===== src/rtl/burst_request_arbiter.sv =====
// Round-robin arbiter with a bounded consecutive-grant run. It feeds one burst issuer
// from NumPorts requesters, pushing address, burst length and id together.
module burst_request_arbiter #(
  parameter int NumPorts       = 4,
  parameter int AddrWidth      = 64,
  parameter int BurstLenWidth  = 8,
  parameter int IdWidth        = 2,
  parameter int MaxConsecutive = 4
) (
  input  logic                              clk,
  input  logic                              rst,
  input  logic [NumPorts*AddrWidth-1:0]     req_addr_dout,
  input  logic [NumPorts*BurstLenWidth-1:0] req_len_dout,
  input  logic [NumPorts-1:0]               req_empty_n,
  output logic [NumPorts-1:0]               req_read,
  output logic [AddrWidth-1:0]              addr_din,
  input  logic                              addr_full_n,
  output logic                              addr_write,
  output logic [BurstLenWidth-1:0]          burst_len_din,
  input  logic                              burst_len_full_n,
  output logic                              burst_len_write,
  output logic [IdWidth-1:0]                id_din,
  input  logic                              id_full_n,
  output logic                              id_write
);

  localparam int                  RunWidth = $clog2(MaxConsecutive + 1);
  localparam logic [RunWidth-1:0] RunMax   = RunWidth'(MaxConsecutive);
  localparam logic [RunWidth-1:0] RunOne   = RunWidth'(1);
  localparam logic [IdWidth:0]    PortsW   = (IdWidth + 1)'(NumPorts);
  localparam logic [IdWidth-1:0]  LastPort = IdWidth'(NumPorts - 1);

  logic [IdWidth-1:0]  last_grant_q, last_grant_d;
  logic [IdWidth-1:0]  owner_q, owner_d;
  logic [RunWidth-1:0] run_q, run_d;

  logic [IdWidth-1:0]  scan_cand [NumPorts];
  logic [NumPorts-1:0] scan_hit;
  logic [IdWidth-1:0]  scan_sel;
  logic                scan_valid;
  logic                sticky;
  logic [IdWidth-1:0]  sel;
  logic                sel_valid;
  logic                out_ready;
  logic                fire;
  logic [NumPorts-1:0] grant_oh;

  // Candidate gi is the port at distance gi+1 after last_grant; the sum stays below
  // 2*NumPorts, so one conditional subtract is an exact modulo for any port count.
  generate
    for (genvar gi = 0; gi < NumPorts; gi++) begin : g_scan
      logic [IdWidth:0] sum;
      assign sum           = {1'b0, last_grant_q} + (IdWidth + 1)'(gi + 1);
      assign scan_cand[gi] = (sum >= PortsW) ? IdWidth'(sum - PortsW) : sum[IdWidth-1:0];
      assign scan_hit[gi]  = req_empty_n[scan_cand[gi]];
    end
  endgenerate

  // Walk from the farthest candidate back so the nearest hit is the one kept.
  always_comb begin
    scan_valid = 1'b0;
    scan_sel   = '0;
    for (int k = NumPorts - 1; k >= 0; k--) begin
      if (scan_hit[k]) begin
        scan_valid = 1'b1;
        scan_sel   = scan_cand[k];
      end
    end
  end

  assign sticky    = (run_q != '0) && (run_q < RunMax) && req_empty_n[owner_q];
  assign sel       = sticky ? owner_q : scan_sel;
  assign sel_valid = sticky | scan_valid;
  assign out_ready = addr_full_n & burst_len_full_n & id_full_n;
  assign fire      = sel_valid & out_ready & ~rst;

  generate
    for (genvar gi = 0; gi < NumPorts; gi++) begin : g_grant
      assign grant_oh[gi] = fire && (sel == IdWidth'(gi));
    end
  endgenerate

  always_comb begin
    addr_din      = '0;
    burst_len_din = '0;
    for (int i = 0; i < NumPorts; i++) begin
      if (grant_oh[i]) begin
        addr_din      = addr_din | req_addr_dout[i*AddrWidth +: AddrWidth];
        burst_len_din = burst_len_din | req_len_dout[i*BurstLenWidth +: BurstLenWidth];
      end
    end
  end

  assign req_read        = grant_oh;
  assign addr_write      = fire;
  assign burst_len_write = fire;
  assign id_write        = fire;
  assign id_din          = fire ? sel : '0;

  // A grant reached through the scan (including an expired owner re-won) restarts the run.
  always_comb begin
    last_grant_d = last_grant_q;
    owner_d      = owner_q;
    run_d        = run_q;
    if (fire) begin
      last_grant_d = sel;
      if (sticky) begin
        run_d = (run_q >= RunMax) ? RunMax : run_q + RunOne;
      end else begin
        owner_d = sel;
        run_d   = RunOne;
      end
    end
  end

  always_ff @(posedge clk) begin
    if (rst) begin
      last_grant_q <= LastPort;
      owner_q      <= '0;
      run_q        <= '0;
    end else begin
      last_grant_q <= last_grant_d;
      owner_q      <= owner_d;
      run_q        <= run_d;
    end
  end

endmodule


===== config.mk =====
export PLATFORM = sky130hd
export DESIGN_NAME = burst_request_arbiter
export DESIGN_NICKNAME = d
export VERILOG_FILES = /design/src/rtl/burst_request_arbiter.sv
export SDC_FILE = /design/constraint.sdc
export NUM_CORES = 1
export LEC_CHECK = 0
export BUFFER_PORTS_ARGS = -buffer_cell sky130_fd_sc_hd__buf_2
export CAP_MARGIN = 30
export CELL_PAD_IN_SITES_DETAIL_PLACEMENT = 0
export CELL_PAD_IN_SITES_GLOBAL_PLACEMENT = 2
export CORE_MARGIN = 2
export CORE_UTILIZATION = 17
export CTS_BUF_LIST = sky130_fd_sc_hd__clkbuf_4 sky130_fd_sc_hd__clkbuf_8
export DETAILED_ROUTE_END_ITERATION = 16
export GPL_TIMING_DRIVEN = 0
export PLACE_DENSITY = 0.82
export RECOVER_POWER = 25
export SLEW_MARGIN = 40
export SYNTH_ARGS = -nofsm -noshare
export SYNTH_HDL_FRONTEND = slang
export SYNTH_SLANG_ARGS = --single-unit

===== constraint.sdc =====
create_clock -name clk -period 2.6 [get_ports clk]
set_input_delay 0.13 -clock clk [delete_from_list [all_inputs] [get_ports clk]]
set_output_delay 0.13 -clock clk [all_outputs]
set_load 0.02 [all_outputs]

# Word-level counts from Yosys, hierarchy flattened
# Index checks and enable logic that the tools add are counted.
# W data, S select, Z words.
[totals]
register_bits = 7
inputBits = 297
output_inout_bits = 81
elab_cells = 82
[classes]
addsub = 9
n_lt_le_gt_ge = 11
n_eq_ne = 3
n_mux = 34
bitwise_logic = 13
n_reduce_logical = 9
[op_table]
columns = ["operator", "count"]
rows = [
  ["$mux W64", 4],
  ["$or A64 B64 Y64", 3],
  ["$mux W8", 4],
  ["$or A8 B8 Y8", 3],
  ["$mux W2", 10],
  ["$ge A3 B3 Y1 const B", 5],
  ["$lt A2 B3 Y1 const B", 5],
  ["$bmux W1 S2", 5],
  ["$mux W1", 9],
  ["$sub A2 B1 Y2 const B", 4],
  ["$add A2 B2 Y3 const B", 2],
  ["$logic_and A1 B1 Y1", 6],
  ["$mux W3", 2],
  ["$and A1 B1 Y1", 4],
  ["$eq A2 B2 Y1 const B", 2],
  ["$add A2 B1 Y3 const B", 1],
  ["$add A2 B3 Y3 const B", 1],
  ["$add A3 B1 Y3 const B", 1],
  ["$lt A3 B3 Y1 const B", 1],
  ["$reduce_bool A3 Y1", 1],
  ["$eq A2 B1 Y1 const B", 1],
  ["$logic_not A2 Y1", 1],
  ["$not A1 Y1", 2],
  ["$reduce_and A2 Y1", 1],
  ["$or A1 B1 Y1", 1],
]

# Logic depth before layout (Yosys ltp)
# Gate-level depths: netlist of run 1.
[depth]
depth_word = 20
ltp_mapped = 9
mapped_depth_nobuf = 7

# Worst setup path after synthesis of run 1
# No wires, ideal clock.
[synth_timing]
kind = "reg-to-output"
from = "register run_q[0]"
to = "output req_read[0]"
arrival_time_ps = 2163
path_slack_ps = 307
path_stages_with_launch = 10
n_path_buf = 2
cell_sequence = "dfxtp_1 inv_1 ha_1 nor4_2 nor2_1 mux2i_2 buf_4 buf_2 inv_1 nor3_1"
[synth_via]
elab_chain_cells = 7
elab_cells_between_ends = 10
[synth_lines]
columns = ["element", "line_no", "text"]
rows = [
  ["from (decl)", "35", "logic [RunWidth-1:0] run_q, run_d;"],
  ["from (signal assigned)", "124", "run_q <= run_d;"],
  ["$lt A3 B3 Y1 or $reduce_bool A3 Y1 (tied branches)", "71", "assign sticky = (run_q != '0) && (run_q < RunMax) && req_empty_n[owner_q];"],
  ["$logic_and A1 B1 Y1 (*) (2 in a row)", "71", ""],
  ["$or A1 B1 Y1", "73", "assign sel_valid = sticky | scan_valid;"],
  ["$and A1 B1 Y1 (2 in a row)", "75", "assign fire = sel_valid & out_ready & ~rst;"],
  ["$logic_and A1 B1 Y1 (*)", "79", "assign grant_oh[gi] = fire && (sel == IdWidth'(gi));"],
  ["to (decl)", "15", "output logic [NumPorts-1:0] req_read,"],
]
# Every way passes the cells marked *; elsewhere a longest branch is shown, timed or not.

# Worst setup path in the final report of run 1
[layout_timing]
from = "register last_grant_q[0]"
to = "output addr_din[44]"
[layout_via]
elab_chain_cells = 20
elab_cells_between_ends = 51
[layout_lines]
columns = ["element", "line_no", "text"]
rows = [
  ["from (decl)", "33", "logic [IdWidth-1:0] last_grant_q, last_grant_d;"],
  ["from (signal assigned)", "118", "last_grant_q <= LastPort;"],
  ["from (signal assigned)", "122", "last_grant_q <= last_grant_d;"],
  ["$add A2 B3 Y3", "53", "assign sum = {1'b0, last_grant_q} + (IdWidth + 1)'(gi + 1);"],
  ["$ge A3 B3 Y1 or $sub A2 B1 Y2 (tied branches)", "54", "assign scan_cand[gi] = (sum >= PortsW) ? IdWidth'(sum - PortsW) : sum[IdWidth-1:0];"],
  ["$mux W2", "54", ""],
  ["$bmux W1 S2", "55", "assign scan_hit[gi] = req_empty_n[scan_cand[gi]];"],
  ["$mux W1 (implied by the code)", "55", ""],
  ["$mux W1 (4 in a row)", "64", "if (scan_hit[k]) begin"],
  ["$or A1 B1 Y1", "73", ""],
  ["$and A1 B1 Y1 (2 in a row)", "75", ""],
  ["$logic_and A1 B1 Y1", "79", ""],
  ["$mux W64", "87", "if (grant_oh[i]) begin"],
  ["$or A64 B64 Y64", "88", "addr_din = addr_din | req_addr_dout[i*AddrWidth +: AddrWidth];"],
  ["$mux W64", "87", ""],
  ["$or A64 B64 Y64", "88", ""],
  ["$mux W64", "87", ""],
  ["$or A64 B64 Y64", "88", ""],
  ["$mux W64 (*)", "87", ""],
  ["to (decl)", "16", "output logic [AddrWidth-1:0] addr_din,"],
]
# Every way passes the cells marked *; elsewhere a longest branch is shown, timed or not. The select of a mux whose other input is x is not followed.

==> results of run 1 <==
[area by class of cell]
cell class	count	area, sq um
fillers	2155	13100
multi-input cells	333	3530
repair buffers	393	2300
plain buffers	44	537
well taps	270	338
flip-flops and latches	7	148
clock buffers	4	48.8
inverters	5	18.8
[state kept, by name, summed over array words and instances, names as in the netlist]
| name | count |
|---|---|
| run_q | 3 |
| last_grant_q | 2 |
| owner_q | 2 |
[kinds of logic after synthesis]
family                     Yosys count
AOI/OAI and AO/OA                   84
and+or+nand+nor                     99
DFF                                  7
muxes                              148
adders and majority gates            2
buffers and inverters               49
[worst reg2reg max path: stages, from the launching register on]
cell and delay, ns:
dfxtp_4 0.36, mux2i_2 0.16, nor4_4 0.34, o21bai_4 0.17
buf_12 0.19, buf_12 0.15, buf_4 0.16, and2_4 0.18
a211o_1 0.25
[through the flow]
step	hold WS, ns	TNS (ns)
2_1_floorplan	0.404	0
3_3_place_gp	0.472	-6.08
3_5_place_dp	0.479	-5.23
4_1_cts	0.251	-0.00600
5_1_grt	0.285	-2.07
6_report	0.254	0
[report_power, final]
part / switching [mW] / internal, mW
Combinational: 0.606 / 0.688
Sequential: 0.00287 / 0.110
Clock: 0.0452 / 0.116
[path summary, 6_finish.rpt]
check	end	slack, ns
setup / recovery	addr_din[44]	0.03
hold / removal	run_q[1]	0.25
setup reg to reg	last_grant_q[1]	0.51
hold reg to reg	run_q[0]	0.46
[what timing repair did]
action	4_1_cts	5_1_grt
buffers inserted	5	4
setup endpoints to repair	76	76
resized for setup	82	190
pin swaps	3	17
cloned	1	7
[routing by layer]
metal / up-vias / wire [um] / track usage (%)
met5: - / 0 / 0
met4: 0 / 88 / 0.825
met3: 6 / 1150 / 2.28
met2: 229 / 9360 / 27.3
met1: 2127 / 7770 / 19.3
li1: 2252 / - / -
[placed cells by master, fill, tap and decap left out, drive strengths merged]
master / synthesis / layout
or3: 1 / 1
nor3: 3 / 3
ha: 2 / 2
clkbuf: 13 / 22
or2: 2 / 2
nor4b: 1 / 1
mux2i: 76 / 76
a22oi: 2 / 2
dfxtp: 7 / 7
nor2: 82 / 82
nor3b: 1 / 1
nand2: 1 / 1
nand2b: 3 / 3
nor4: 1 / 1
a211o: 3 / 3
a21o: 1 / 1
a311o: 1 / 1
a211oi: 73 / 73
inv: 5 / 5
and2: 2 / 2
a21oi: 2 / 2
o21bai: 1 / 1
nand4b: 1 / 1
buf: 31 / 419
nor2b: 1 / 1
mux2: 72 / 72
o21ai: 1 / 1
==> impl_results.md, run 1 <==
- Die area: 21400 sq um
- CP max FO: 10
- GRT Overall Usage: 14.9%
- Cell Area, Synth: 3450 sq um
- Layout Skew: 0.000421 ns
- Period minus WS final: 2.57 ns
- Vias per inst: 4.37
- R2R Path Start: owner_q[0]
- Drt initial violations: 176
- Most numerous cell in the Yosys netlist: nor2_1
- CP Launch Point: last_grant_q[0]
- Clock buffer depth: 2
- Worst EP arrival: 2.44 ns
- #FFs+latches synth: 7
- Residual DRC: 0
- Most frequent CP cell: buf_12
- Core Region: 20000 sq um
- Top cell type's share of synthesized area: 24.7%
- Layout cells sized above 1: 83.1%
- Yosys Warn Count: 0
- Max stage delay on crit path: 0.42 ns
- Number of global-route vias before repair: 4423
- Post-Synth Adder-Cell Area: 0.726%
- 1st-pass router iterations: 4
- Final #Nets: 1086
- Synth Flop Type: dfxtp_1
- Hold Path Stages: 2
- Beginning of the worst hold path: rst
- Levels on crit path: 9
- Post-synth EDFFs: 0
- DRT antenna net count: 0
- Synth top area cells: a211oi_2 25%, mux2i_1 22%, mux2_2 17%
- Reg2reg path depth: 8
- Max frequency: 0.389 GHz
- Crit. End Element: output port
- Placed inst area: 5670 sq um
- Wire length per cell: 17.4 um
- Power per cell area: 227 nW/um^2
- Fin crit share: 98.8%
- XOR/XNOR share of the synthesized area: 0%
- Outcome: finished clean
- Total congestion overflow: 0
- Cell area after layout: 6920 sq um
- Initial antenna violation count: 0
- RSZ-0062 raised after global routing: true
- Largest net degree at the start of global routing: 11
- GPL Wtd Cong: 0.819
- Final HPWL DP: 14300 um
- Sink Count: 7
- VDD IR max: 234 uV
- Crit-path slowest cell: a311o_1
- Async S/R FF share, synth: 0%
- Layout Utilization: 34.5%
- Synth cell types: 32
- WP buf/inv: 4
- Num CTS Buffers: 3
- Initial Util: 17.2%
- H-tree lvl count: 1
- Clk Latency, worst-skew pair: 0.22 ns
- Critical Path RT: 2.47 ns
- Die Y: 146 um
- Hold Crit Class: input port to flop
- Cell Chain, Critical Path: nand2b_4, a311o_1, o21bai_4, buf_12, buf_12, buf_12, mux2i_2, a211oi_4, buf_4
- Final setup violation count: 0
- Yosys top cell by area: a211oi_2
- Synth Area per Inst: 8.86 sq um
- Startpoint types: flop
- Synth top cells by count: 82 x nor2_1, 75 x mux2i_1, 68 x a211oi_2, 53 x mux2_2, 19 x mux2_1
- Post-place setup slack: -0.233 ns
- Simple-gate portion of the synthesized area: 12.4%
- Max Cap Viol: 0
- CTS tree: done
- WS Path Type: flop to output port
- Rel. slew slack: 47.4%
- Finished Layout Cells: 1056
- Worst-Margin Slew: 0.789 ns
- Io pins: 378
- Area Overhead vs Synth: 101%
- Row cnt: 52
- P_leak: 3.14 nW
- Cells after synthesis: 389
- Ant diodes: 0
- Register area share after synthesis: 4.07%
- Hold buffers post-CTS: 0
- Tot Pwr: 1.57 mW
- Hold Vio Cnt, Final: 0
- Routed wire length: 18400 um
- Dpl cells: 1035
- Cell family with most CP delay: compound AO/OA/AOI/OAI gates
- Width of the die: 146 um
- Vias: 4614
- Clk root buf: clkbuf_8
- Setup slack after layout: 0.0309 ns
- Final Max Slew Viols: 0
- First-pass GRT wire length: 25500 um
- Mux contribution to synthesized area: 45.7%
- Syn Nets: 688
- Main combinational cell family by area after synthesis: multiplexers
- I/O Buffers: 376
- Compound-Gate Fraction of Synth Area: 28.2%
- Clk slew on worst S/H paths: 0.04 ns
Note: power is estimated with default switching activity, not from simulation.
==> inputs of run 2 (changes only) <==
GPL_ROUTABILITY_DRIVEN = 0   (was not set)
PLACE_DENSITY = 0.88   (was 0.82)
==> run 2 against run 1 <==
Against the previous run:
- design area shrank 7.2%
- largest cell class unchanged
- power shrank 9.3%
- sequential power is essentially flat
- setup slack gained 0.034 ns
- critical path depth grew 1
- clock-buffer cell count is the same
==> impl_results.md, run 2 (synthesized netlist as in run 1, its figures left out) <==
- Sink Count: 7 (unchanged)
- Wire length per cell: 16.3 um (was 17.4 um)
- Top Registers: run_q (3), last_grant_q (2), owner_q (2) (unchanged)
- Max FFs per register: 3 (unchanged)
- Total congestion overflow: 0 (unchanged)
- Initial antenna violation count: 0 (unchanged)
- Setup slack after layout: 0.0647 ns (was 0.0309 ns)
- Area Overhead vs Synth: 86.5% (was 101%)
- DRT antenna net count: 0 (unchanged)
- Power per cell area: 221 nW/um^2 (was 227 nW/um^2)
- Most frequent CP cell: buf_12 (unchanged)
- Residual DRC: 0 (unchanged)
- Clk root buf: clkbuf_8 (unchanged)
- Multi-input logic area: 3260 sq um (was 3530 sq um)
- Hold Crit Class: input port to flop (unchanged)
- RSZ-0062 raised after global routing: true (unchanged)
- Max Cap Viol: 0 (unchanged)
- H-tree lvl count: 1 (unchanged)
- CP max FO: 10 (unchanged)
- Final Max Slew Viols: 0 (unchanged)
- Crit. End Element: output port (unchanged)
- Number of global-route vias before repair: 4361 (was 4423)
- Layout cells sized above 1: 77.2% (was 83.1%)
- Largest net degree at the start of global routing: 11 (unchanged)
- Vias: 4450 (was 4614)
- Die Y: 146 um (unchanged)
- Final HPWL DP: 13900 um (was 14300 um)
- Register name with the most flops: run_q (unchanged)
- Core Region: 20000 sq um (unchanged)
- WS Path Type: flop to output port (unchanged)
- Reg2reg path depth: 9 (was 8)
- Width of the die: 146 um (unchanged)
- Dpl cells: 1035 (unchanged)
- Io pins: 378 (unchanged)
- Max frequency: 0.394 GHz (was 0.389 GHz)
- Fillers: 2179 (was 2155)
- Worst EP arrival: 2.41 ns (was 2.44 ns)
- Critical Path RT: 2.47 ns (about the same)
- Clk Latency, worst-skew pair: 0.22 ns (about the same)
- Layout Skew: 0.00126 ns (was 0.000421 ns)
- P_leak: 3.00 nW (was 3.14 nW)
- Clk slew on worst S/H paths: 0.04 ns (about the same)
- Final #Nets: 1082 (was 1086)
- Rel. slew slack: 51.2% (was 47.4%)
- Routed wire length: 17200 um (was 18400 um)
- Startpoint types: flop (unchanged)
- GRT Overall Usage: 14.5% (was 14.9%)
- Commonest non-fill, non-tap cell in the layout: buf_2 (unchanged)
- Cell Chain, Critical Path: inv_2, ha_4, nor4_4, o21bai_4, buf_12, buf_16, buf_12, mux2i_4, a211oi_2, buf_4 (was nand2b_4, a311o_1, o21bai_4, buf_12, buf_12, buf_12, mux2i_2, a211oi_4, buf_4)
- WP buf/inv: 5 (was 4)
- Initial Util: 17.2% (unchanged)
- Outcome: finished clean (unchanged)
- Commonest cells after routing, fill and taps aside: 347 x buf_2, 69 x a211oi_2, 65 x nor2_1 (was 317 x buf_2, 73 x buf_4, 66 x a211oi_2)
- Cell family with most CP delay: buffers and inverters (was compound AO/OA/AOI/OAI gates)
- Num CTS Buffers: 3 (unchanged)
- Max stage delay on crit path: 0.34 ns (was 0.42 ns)
- 1st-pass router iterations: 4 (unchanged)
- Post-place setup slack: -0.267 ns (was -0.233 ns)
- VDD IR max: 180 uV (was 234 uV)
- Vias per inst: 4.23 (was 4.37)
- Fin crit share: 97.5% (was 98.8%)
- I/O Buffers: 376 (unchanged)
- Levels on crit path: 10 (was 9)
- Worst-Margin Slew: 0.732 ns (was 0.789 ns)
- Reg area: 145 sq um (was 148 sq um)
- Finished Layout Cells: 1052 (was 1056)
- CTS tree: done (unchanged)
- Period minus WS final: 2.54 ns (was 2.57 ns)
- Final setup violation count: 0 (unchanged)
- Hold Vio Cnt, Final: 0 (unchanged)
- First-pass GRT wire length: 25000 um (was 25500 um)
- Row cnt: 52 (unchanged)
- Clock buffer depth: 2 (unchanged)
- Layout Utilization: 32.1% (was 34.5%)
- Crit-path slowest cell: dfxtp_2 (was a311o_1)
- Ant diodes: 0 (unchanged)
- Drt initial violations: 118 (was 176)
- Reg-to-reg setup timing slack: 0.50 ns (was 0.51 ns)
- Hold Path Stages: 2 (unchanged)
- Die area: 21400 sq um (unchanged)
-- run 2: cell types whose count changed in the layout (fill, tap and decap cells not counted), sizes merged --
cell    before  now
buf        419  411
clkbuf      22   26
-- run 2: per-layer routing --
layer / part of all wire [%] / up-vias / track usage, %
li1: - / 2241 / -
met4: 0.41 / 0 / 0.631
met2: 52 / 182 / 26.8
met5: 0 / - / 0
met1: 42 / 2021 / 18.5
met3: 5.8 / 6 / 2.41
-- run 2: area by class of cell --
class,instances,share of cell area (%)
plain buffers,44,7.50
flip-flops and latches,7,2.26
well taps,270,5.26
repair buffers,389,33.2
inverters,5,0.292
clock buffers,4,0.759
multi-input cells,333,50.7
-- run 2: path summary, 6_finish.rpt --
path,start,to
worst min-delay path,rst,run_q[1]
worst max register to register,run_q[0],last_grant_q[1]
worst min register to register,last_grant_q[0],last_grant_q[0]
worst max-delay path,run_q[0],addr_din[45]
-- run 2: worst register-to-register path: cells and delay by family (launching register included) --
family / cells / cell delay, ns
buffers and inverters: 4 / 0.57
AND/OR/NAND/NOR: 2 / 0.50
AO/OA/AOI/OAI: 2 / 0.40
flip-flops: 1 / 0.34
adder cells (fa/ha/maj): 1 / 0.17
-- run 2: per-stage QoR --
step                      hold slack, ns  total power [mW]  TNS, ns  area [sq um]
after global routing               0.273              1.53   -0.361          6420
final                              0.256              1.42        0          6420
after global placement             0.470              1.07    -7.28          5670
after CTS                          0.256              1.34   -0.232          6050
after detailed placement           0.475              1.07    -7.28          5670
after floorplan                    0.404             0.693        0          3450
-- run 2: report_power, final --
group	internal (mW)	switching [mW]
Sequential	0.110	0.00262
Clock	0.117	0.0472
Combinational	0.593	0.552
-- run 2: repair_timing --
| action | in CTS | in global routing |
|---|---|---|
| setup endpoints to repair | 76 | 76 |
| pin swaps | 5 | 7 |
| hold buffers | 0 | 0 |
| gates resized for setup | 79 | 78 |
| buffers inserted | 6 | 2 |
| gates cloned | 1 | 4 |
